## config.mk

```make
export PLATFORM = sky130hd
export DESIGN_NAME = aes_inv_key_schedule_flat
export DESIGN_NICKNAME = d
export VERILOG_FILES = /design/src/rtl/aes_inv_key_schedule_if.sv /design/src/rtl/aes_inv_key_schedule.sv /design/src/flat_wrapper.sv
export SDC_FILE = /design/constraint.sdc
export NUM_CORES = 1
export LEC_CHECK = 0
export ABC_AREA = 1
export CORE_ASPECT_RATIO = 1.2
export CORE_MARGIN = 1
export CORE_UTILIZATION = 30
export DETAILED_ROUTE_END_ITERATION = 10
export PLACE_DENSITY = 0.55
export SYNTH_ARGS = -nofsm -noshare
export SYNTH_HDL_FRONTEND = slang
export SYNTH_SLANG_ARGS = --single-unit
```

## constraint.sdc

```tcl
create_clock -name clk -period 6 [get_ports clk]
set_input_delay 1.2 -clock clk [delete_from_list [all_inputs] [get_ports clk]]
set_output_delay 1.2 -clock clk [all_outputs]
set_load 0.01 [all_outputs]
```

## src/rtl/aes_inv_key_schedule_if.sv

```systemverilog
// aes_inv_key_schedule_if
// Bundles the request/response signals of the AES-128 inverse key schedule.
//   master: drives start, key_last and key_ready; observes the key stream.
//   slave : the key schedule itself; drives busy, key_valid, key_out,
//           round_out and done.
// Clock and reset stay as plain ports on the modules.
interface aes_inv_key_schedule_if;
    logic         start;
    logic [127:0] key_last;
    logic         key_ready;
    logic         busy;
    logic         key_valid;
    logic [127:0] key_out;
    logic [3:0]   round_out;
    logic         done;

    modport master (
        output start, key_last, key_ready,
        input  busy, key_valid, key_out, round_out, done
    );

    modport slave (
        input  start, key_last, key_ready,
        output busy, key_valid, key_out, round_out, done
    );
endinterface

```

## src/rtl/aes_inv_key_schedule.sv

```systemverilog
// aes_inv_key_schedule
// AES-128 inverse key schedule. Given the round-10 key, streams the round keys
// 10, 9, ..., 0 with a valid/ready handshake, one key per cycle when the
// consumer holds key_ready high.
// Ports:
//   clk  : single clock, rising edge
//   rst  : asynchronous active-high reset
//   bus  : aes_inv_key_schedule_if.slave
//            start/key_last   - begin a run from the round-10 key (IDLE only)
//            key_valid/ready  - key_out/round_out handshake
//            busy             - high outside IDLE
//            done             - one-cycle pulse after the round-0 key is taken
module aes_inv_key_schedule (
    input  logic                   clk,
    input  logic                   rst,
    aes_inv_key_schedule_if.slave  bus
);

    typedef enum logic {IDLE = 1'b0, EMIT = 1'b1} state_t;

    // Forward AES S-box, entry 0x00 in the most-significant byte.
    localparam logic [2047:0] SBOX = {
        128'h637c777bf26b6fc53001672bfed7ab76, 128'hca82c97dfa5947f0add4a2af9ca472c0,
        128'hb7fd9326363ff7cc34a5e5f171d83115, 128'h04c723c31896059a071280e2eb27b275,
        128'h09832c1a1b6e5aa0523bd6b329e32f84, 128'h53d100ed20fcb15b6acbbe394a4c58cf,
        128'hd0efaafb434d338545f9027f503c9fa8, 128'h51a3408f929d38f5bcb6da2110fff3d2,
        128'hcd0c13ec5f974417c4a77e3d645d1973, 128'h60814fdc222a908846eeb814de5e0bdb,
        128'he0323a0a4906245cc2d3ac629195e479, 128'he7c8376d8dd54ea96c56f4ea657aae08,
        128'hba78252e1ca6b4c6e8dd741f4bbd8b8a, 128'h703eb5664803f60e613557b986c11d9e,
        128'he1f8981169d98e949b1e87e9ce5528df, 128'h8ca1890dbfe6426841992d0fb054bb16
    };

    function automatic logic [7:0] sbox(input logic [7:0] b);
        logic [10:0] idx;
        idx = 11'd2047 - {b, 3'b000};
        return SBOX[idx -: 8];
    endfunction

    function automatic logic [31:0] sub_word(input logic [31:0] w);
        return {sbox(w[31:24]), sbox(w[23:16]), sbox(w[15:8]), sbox(w[7:0])};
    endfunction

    // Rcon of the round being undone; round 0 never steps, so it maps to 0.
    function automatic logic [7:0] rcon(input logic [3:0] r);
        case (r)
            4'd1:    return 8'h01;
            4'd2:    return 8'h02;
            4'd3:    return 8'h04;
            4'd4:    return 8'h08;
            4'd5:    return 8'h10;
            4'd6:    return 8'h20;
            4'd7:    return 8'h40;
            4'd8:    return 8'h80;
            4'd9:    return 8'h1b;
            4'd10:   return 8'h36;
            default: return 8'h00;
        endcase
    endfunction

    state_t       state, state_nxt;
    logic [127:0] key_q;
    logic [3:0]   rnd_q;
    logic         done_q;
    logic         hs;
    logic         last_hs;

    // Reverse step: undo the XOR chain first, then w0 needs the already
    // recovered w3 of the previous round.
    logic [31:0]  w0, w1, w2, w3;
    logic [31:0]  w0p, w1p, w2p, w3p;
    logic [127:0] key_prev;

    assign w0 = key_q[127:96];
    assign w1 = key_q[95:64];
    assign w2 = key_q[63:32];
    assign w3 = key_q[31:0];

    assign w3p = w3 ^ w2;
    assign w2p = w2 ^ w1;
    assign w1p = w1 ^ w0;
    assign w0p = w0 ^ sub_word({w3p[23:0], w3p[31:24]}) ^ {rcon(rnd_q), 24'h0};
    assign key_prev = {w0p, w1p, w2p, w3p};

    assign hs      = (state == EMIT) && bus.key_ready;
    assign last_hs = hs && (rnd_q == 4'd0);

    // State register
    always_ff @(posedge clk or posedge rst) begin
        if (rst) state <= IDLE;
        else     state <= state_nxt;
    end

    // Next-state logic
    always_comb begin
        state_nxt = state;
        case (state)
            IDLE:    if (bus.start) state_nxt = EMIT;
            EMIT:    if (last_hs)   state_nxt = IDLE;
            default: state_nxt = IDLE;
        endcase
    end

    // Outputs
    always_comb begin
        bus.busy      = (state != IDLE);
        bus.key_valid = (state == EMIT);
        bus.key_out   = key_q;
        bus.round_out = rnd_q;
        bus.done      = done_q;
    end

    // Key/round datapath. key_q is left untouched after round 0 so the last
    // key remains visible once the run is over.
    always_ff @(posedge clk or posedge rst) begin
        if (rst) begin
            key_q  <= '0;
            rnd_q  <= '0;
            done_q <= 1'b0;
        end else begin
            done_q <= last_hs;
            if ((state == IDLE) && bus.start) begin
                key_q <= bus.key_last;
                rnd_q <= 4'd10;
            end else if (hs && (rnd_q != 4'd0)) begin
                key_q <= key_prev;
                rnd_q <= rnd_q - 4'd1;
            end
        end
    end

endmodule

```

## src/flat_wrapper.sv

```systemverilog
// flat-port wrapper written by rule: the top's interface ports become plain ports
module aes_inv_key_schedule_flat 
  (clk, rst, bus_start, bus_key_last, bus_key_ready, bus_busy, bus_key_valid, bus_key_out, bus_round_out, bus_done);
  aes_inv_key_schedule_if bus_i ();
  input  logic clk;
  input  logic rst;
  input wire logic [$bits(bus_i.start)-1:0] bus_start;
  input wire logic [$bits(bus_i.key_last)-1:0] bus_key_last;
  input wire logic [$bits(bus_i.key_ready)-1:0] bus_key_ready;
  output wire logic [$bits(bus_i.busy)-1:0] bus_busy;
  output wire logic [$bits(bus_i.key_valid)-1:0] bus_key_valid;
  output wire logic [$bits(bus_i.key_out)-1:0] bus_key_out;
  output wire logic [$bits(bus_i.round_out)-1:0] bus_round_out;
  output wire logic [$bits(bus_i.done)-1:0] bus_done;
  assign bus_i.start = bus_start;
  assign bus_i.key_last = bus_key_last;
  assign bus_i.key_ready = bus_key_ready;
  assign bus_busy = bus_i.busy;
  assign bus_key_valid = bus_i.key_valid;
  assign bus_key_out = bus_i.key_out;
  assign bus_round_out = bus_i.round_out;
  assign bus_done = bus_i.done;
  aes_inv_key_schedule u_core (.clk(clk), .rst(rst), .bus(bus_i));
endmodule
```

==> summary.md, run 1 <==
| Metric | Value |
|---|---|
| Yosys warning count | `0` |
| DRC | `0` |
| Nets | `3811` |
| Number of diodes | `0` |
| Worst hold path stage count | `2` |
| Maximum clock insertion buffer count | `2` |
| Syn avg cell area | `5.414 um^2` |
| TritonCTS Buffers | `17` |
| Die W | `232.8 um` |
| Post_cts resized | `0` |
| Number of flops mapped to enable cells by yosys | `0` |
| Sequential share of the synthesized area | `0.1749` |
| CP top delay family | `buffers and inverters` |
| Worst Hold Class | `reg -> reg` |
| CP Data Required Time | `6.40 ns` |
| DIE AREA | `64920 um^2` |
| ANT nets after route | `0` |
| Slew headroom | `0.2523` |
| Largest cells by area after synthesis | `nand3_1 30%, nand2_1 23%, dfrtp_1 17%` |
| Async set-reset flop share out of synthesis | `1.000` |
| Crit Path Max Fanout | `81` |
| Synth area leader | `nand3_1` |
| Hold_buf cts | `0` |
| Layout area overhead | `19.10%` |
| Initial DRC Count | `4009` |
| Slowest cell on the critical path | `clkinv_2` |
| GR Util All Layers | `0.3001` |
| Bufs and invs on worst path | `6` |
| Core ar. | `63190 um^2` |
| Count leader, synth | `nand2_1` |
| IO Pins | `267` |
| Post-synth top area share | `0.3034` |
| Slew @ Worst Pin | `1.122 ns` |
| Setup TNS | `0 ns` |
| Crit end category | `flop` |
| Clk Latency, worst-skew pair | `0.51 ns` |
| Clk pin slew, worst setup/hold paths | `0.06 ns` |
| Fmax | `242.7 MHz` |
| RSZ-0062 raised after global routing | `false` |
| Top_reg_cell synth | `dfrtp_1` |
| First-pass GRT wire length | `150300 um` |
| Vias in the first global route | `23980` |
| Tcrit/Tclk final | `0.6867` |
| Initial antenna violation count | `3` |
| Worst path cell trace | `clkdlybuf4s50_1 -> nand2_1 -> inv_1 -> nand2_2 -> clkinv_2 -> nor2_4 -> buf_4 -> clkinv_2 -> buf_4 -> a32oi_1` |
| Grt total ovfl | `0` |
| Final Skew | `0.02248 ns` |
| Via count | `26490` |
| Post-Synthesis Cells | `3541` |
| Die Y-Extent | `278.9 um` |
| WP depth | `10` |
| H-Tree Depth | `4` |
| Vias/cell | `5.943` |
| Max-cap violations | `0` |
| FF-to-FF path depth | `10` |
| Minimum clock period | `4.120 ns` |
| Final setup viols | `0` |
| Pre-antenna DRT Iters | `9` |
| Pin count of the biggest net entering global routing | `130` |
| Clock sink total | `134` |
| Initial Util | `0.3034` |
| Run status | `complete, no violations` |
| Slowest Stage Delay on Critical Path | `0.87 ns` |
| Gp weighted congestion | `1.018` |
| Setup Crit Path Kind | `in -> reg` |
| Synth top cells by count | `1188 x nand2_1, 1162 x nand3_1, 238 x nor2_1` |
| Syn Nets | `3731` |
| Mapped Area | `19170 um^2` |
| Wire per inst | `22.34 um` |
| Startpoint Class | `input pin` |
| Slew Viols, Final | `0` |
| Final hold viol count | `0` |
| Final HPWL DP | `68510 um` |
| Worst EP arrival | `4.52 ns` |
| Layout cell share with drive strength beyond 1 | `0.02945` |
| CTS root buffer | `clkbuf_16` |
| Synthesis-stage register bit count | `134` |
| Post-CTS setup buffers | `0` |
| WL final | `99580 um` |
| CTS tree | `done` |
| # rows | `101` |
| Distinct cells, synth | `34` |
| I/O Buffers | `266` |
==> per-stage QoR <==
stage / utilization / area, um^2 / worst slack, ns / hold WS, ns / instances
floorplan: - / 19170 / 1.217 / 0.5707 / 3541
global placement: 0.3529 / 22300 / 1.379 / 0.5395 / 4426
detailed placement: 0.3529 / 22300 / 1.353 / 0.5338 / 4426
CTS: 0.3614 / 22830 / 1.891 / 0.5497 / 4457
global route: 0.3614 / 22830 / 1.595 / 0.5919 / 4457
finish: 0.3614 / 22830 / 1.880 / 0.5507 / 4457
==> per-layer routing <==
| layer | vias to the layer above | part of all wire | global-route usage |
|---|---|---|---|
| met2 | 1839 | 0.43 | 0.4602 |
| met3 | 361 | 0.11 | 0.06005 |
| met1 | 12160 | 0.40 | 0.3971 |
| met5 | - | 0.00026 | 0 |
| met4 | 4 | 0.055 | 0.1492 |
| li1 | 12130 | - | - |
==> final timing paths <==
kind                                               from                      end  slack (ns)
worst max-delay path                      bus_key_ready   u_core.bus.key_out[40]        1.88
worst min-delay path             u_core.bus.key_out[23]   u_core.bus.key_out[23]        0.55
worst max register to register  u_core.bus.round_out[0]   u_core.bus.key_out[40]        2.15
worst min register to register   u_core.bus.key_out[23]   u_core.bus.key_out[23]        0.55
max in group asynchronous                           rst  u_core.bus.key_out[119]        3.53
min in group asynchronous                           rst   u_core.bus.key_out[70]        1.28
==> sequential cells by signal, summed over array words and instances, names as in the netlist <==
signal                count
u_core.bus.done           1
u_core.bus.round_out      4
u_core.bus.key_out      128
u_core.bus.busy           1
==> worst reg2reg max path, stage by stage (launching register included) <==
cell,delay [ns]
dfrtp_1,0.41
inv_1,0.18
ha_1,0.22
nand2_1,0.16
nand2_2,0.12
clkinv_2,0.07
nor2_4,0.07
buf_4,0.77
clkinv_2,0.89
buf_4,0.56
a32oi_1,0.31
==> layout by cell type (no fill, tap or decap), drive strengths merged, types with 44 or more instances in the layout <==
| master | synthesis | layout |
|---|---|---|
| nand2 | 1193 | 1193 |
| nand3 | 1162 | 1162 |
| clkdlybuf4s50 | 0 | 266 |
| nor2 | 239 | 239 |
| inv | 158 | 156 |
| dfrtp | 134 | 134 |
| o21ai | 101 | 101 |
| a21oi | 58 | 58 |
| ha | 58 | 58 |
| a22oi | 44 | 44 |
==> logic make-up after synthesis <==
family / Yosys count / share of synthesized area
AOI/OAI and AO/OA: 272 / 0.08752
xor gates and xnor gates: 27 / 0.01390
adders and majority gates: 58 / 0.03785
buffers and inverters: 415 / 0.08726
DFF: 134 / 0.1749
and+or+nand+nor: 2635 / 0.5986
==> layout make-up <==
class | instances | area (um^2)
Fill cell | 7188 | 40350
Multi-Input combinational cell | 2992 | 14290
Sequential cell | 134 | 3353
Timing Repair Buffer | 308 | 2978
Tap cell | 824 | 1031
Inverter | 168 | 643.1
Clock buffer | 22 | 454.2
Clock inverter | 9 | 80.08
Power of run 1 is not shown: default switching activity piles up to over one toggle a cycle in this logic, so the estimate is an artifact.
==> run 2: changes to the inputs <==
==> constraint.sdc (replaced) <==
create_clock -name clk -period 4 [get_ports clk]
set_input_delay 0.8 -clock clk [delete_from_list [all_inputs] [get_ports clk]]
set_output_delay 0.8 -clock clk [all_outputs]
set_load 0.01 [all_outputs]
==> run 2 against run 1 <==
  * Die area is the same
  * Critical path depth is 8 higher
  * Routed wire length rose by 4.3%
  * Hold slack better by 0.0041 ns
  * Design area is 3.1% higher
  * Final cell count is 1.5% higher
  * Register-to-register slack got worse by 1.3 ns
  * First-iteration DRC count is 0.60% higher
  * Clock skew decreased by 0.0012 ns
  * Via count is 0.67% higher
  * Flip-flop and latch count unchanged
==> summary.md, run 2 (synthesis gave the netlist of run 1 again) <==
| Metric | Value |
|---|---|
| Fmax | `314.8 MHz` |
| Post-CTS setup buffers | `0 (unchanged)` |
| GR Util All Layers | `0.3148 (+0.01468)` |
| ANT nets after route | `0 (unchanged)` |
| Worst Hold Class | `reg -> reg` |
| Final HPWL DP | `74750 um (+9.1%)` |
| Final Skew | `0.02127 ns (-0.001206 ns)` |
| Final setup viols | `0 (unchanged)` |
| Wire per inst | `22.97 um (+2.8%)` |
| Startpoint Class | `flop` |
| Worst Setup SP | `u_core.bus.key_out[57]` |
| Die Y-Extent | `278.9 um (unchanged)` |
| Worst EP arrival | `3.58 ns (-0.94 ns)` |
| Crit end category | `flop` |
| Initial antenna violation count | `2 (-1)` |
| Die W | `232.8 um (unchanged)` |
| CTS root buffer | `clkbuf_16` |
| Initial DRC Count | `4033 (+0.60%)` |
| I/O Buffers | `266 (unchanged)` |
| FF-to-FF path depth | `18 (+8)` |
| Grt total ovfl | `0 (unchanged)` |
| Clock sink total | `134 (unchanged)` |
| H-Tree Depth | `4 (unchanged)` |
| Initial Util | `0.3034 (unchanged)` |
| Nets | `3875 (+1.7%)` |
| Clk pin slew, worst setup/hold paths | `0.08 ns (+0.02 ns)` |
| Setup TNS | `0 ns (unchanged)` |
| Hold_buf cts | `0 (unchanged)` |
| Pre-antenna DRT Iters | `7 (-2)` |
| Layout cell share with drive strength beyond 1 | `0.04732 (+0.01787)` |
| Layout Cells excl Fill | `4522 (+1.5%)` |
| Gp weighted congestion | `1.051 (+3.2%)` |
| Setup crit end | `u_core.bus.key_out[102]` |
| IO Pins | `267 (unchanged)` |
| First-pass GRT wire length | `156500 um (+4.1%)` |
| Via count | `26670 (+0.67%)` |
| Most frequent cells in the layout | `1179 x nand2_1, 1162 x nand3_1, 266 x clkdlybuf4s50_1` |
| Crit Path Max Fanout | `12 (-85%)` |
| Core ar. | `63190 um^2 (unchanged)` |
| Post_cts resized | `0 (unchanged)` |
| Pin count of the biggest net entering global routing | `82 (-37%)` |
| Setup Crit Path Kind | `reg -> reg` |
| Slew @ Worst Pin | `0.9776 ns (-0.1440 ns)` |
| DIE AREA | `64920 um^2 (unchanged)` |
| TritonCTS Buffers | `17 (unchanged)` |
| Slew Viols, Final | `0 (unchanged)` |
| Run status | `complete, no violations` |
| CP Data Required Time | `4.40 ns (-2.00 ns)` |
| Placed insts | `4490 (+1.4%)` |
| RSZ-0062 raised after global routing | `false` |
| # rows | `101 (unchanged)` |
| Layout area overhead | `22.84%` |
| Clk Latency, worst-skew pair | `0.52 ns (about the same)` |
| DRC | `0 (unchanged)` |
| Commonest non-fill, non-tap cell in the layout | `nand2_1` |
| WHS | `0.5548 ns (+0.004131 ns)` |
| Reg2reg end | `u_core.bus.key_out[102]` |
| Max-cap violations | `0 (unchanged)` |
| WL final | `103900 um (+4.3%)` |
| Vias in the first global route | `24700 (+3.0%)` |
| Reg2Reg Setup Slack | `0.82 ns (-1.33 ns)` |
| Final hold viol count | `0 (unchanged)` |
| Reg2reg start | `u_core.bus.key_out[57]` |
| Tcrit/Tclk final | `0.7941` |
| Max reg flops | `128 (unchanged)` |
| Minimum clock period | `3.176 ns` |
| CTS tree | `done` |
| Number of diodes | `0 (unchanged)` |
| Slew headroom | `0.3483 (+0.09600)` |
| Maximum clock insertion buffer count | `2 (unchanged)` |
| Vias/cell | `5.897 (-0.78%)` |
-- run 2: cell types whose count changed in the layout (fill, tap and decap cells not counted) --
| cell | change |
|---|---|
| buf_4 | +51 |
| buf_12 | +13 |
| clkbuf_1 | -3 |
| clkinv_2 | -3 |
| inv_6 | +3 |
| bufinv_16 | +2 |
| clkinv_4 | +2 |
| nand2_2 | +1 |
| nand2_4 | -1 |
-- run 2: area by class of cell --
| cell class | count | area, um^2 |
|---|---|---|
| Inverter | 168 | 641.9 |
| Multi-Input combinational cell | 2992 | 14290 |
| Fill cell | 7065 | 39640 |
| Sequential cell | 134 | 3353 |
| Clock inverter | 13 | 170.2 |
| Timing Repair Buffer | 372 | 3621 |
| Tap cell | 824 | 1031 |
| Clock buffer | 19 | 442.9 |
-- run 2: worst min-delay path by stage --
stage	startpoint	endpoint	slack (ns)	cells after the start
2_1_floorplan	u_core.bus.key_out[120]	u_core.bus.key_out[120]	0.57	2
3_3_place_gp	u_core.bus.key_out[23]	u_core.bus.key_out[23]	0.53	2
3_5_place_dp	u_core.bus.key_out[6]	u_core.bus.key_out[6]	0.54	2
4_1_cts	u_core.bus.key_out[6]	u_core.bus.key_out[6]	0.56	2
5_1_grt	u_core.bus.key_out[30]	u_core.bus.key_out[30]	0.58	2
6_report	u_core.bus.key_out[6]	u_core.bus.key_out[6]	0.55	2
-- run 2: through the flow --
stage	area [um^2]	setup slack, ns	util
2_1_floorplan	19170	1.535	-
3_3_place_gp	22940	1.018	0.3630
3_5_place_dp	22940	0.9264	0.3630
4_1_cts	23550	0.9212	0.3727
5_1_grt	23550	0.5841	0.3727
6_report	23550	0.8237	0.3727
-- run 2: routing by layer --
metal	vias up	GRT usage	routed length, um
met5	-	0	25
met4	4	0.1842	6588
met3	407	0.06607	10530
met2	1813	0.4785	45250
met1	12190	0.4077	41470
li1	12260	-	-
-- run 2: worst max-delay path: stages (launching register included) --
cell and delay (ns):
dfrtp_1 0.41, inv_1 0.10, nand2_1 0.06, nand2_1 0.32, ha_1 0.45, inv_1 0.08, nand3_1 0.44, nand2_1 0.33
inv_1 0.10, nand2_1 0.07, nand3_1 0.08, nand2_1 0.10, nand3_1 0.09, nand3_1 0.15, nand2_1 0.06, nand2_1 0.06
nand3_1 0.07, nand2_1 0.06, nand2_1 0.04
Power of run 2 is left out for the same reason.
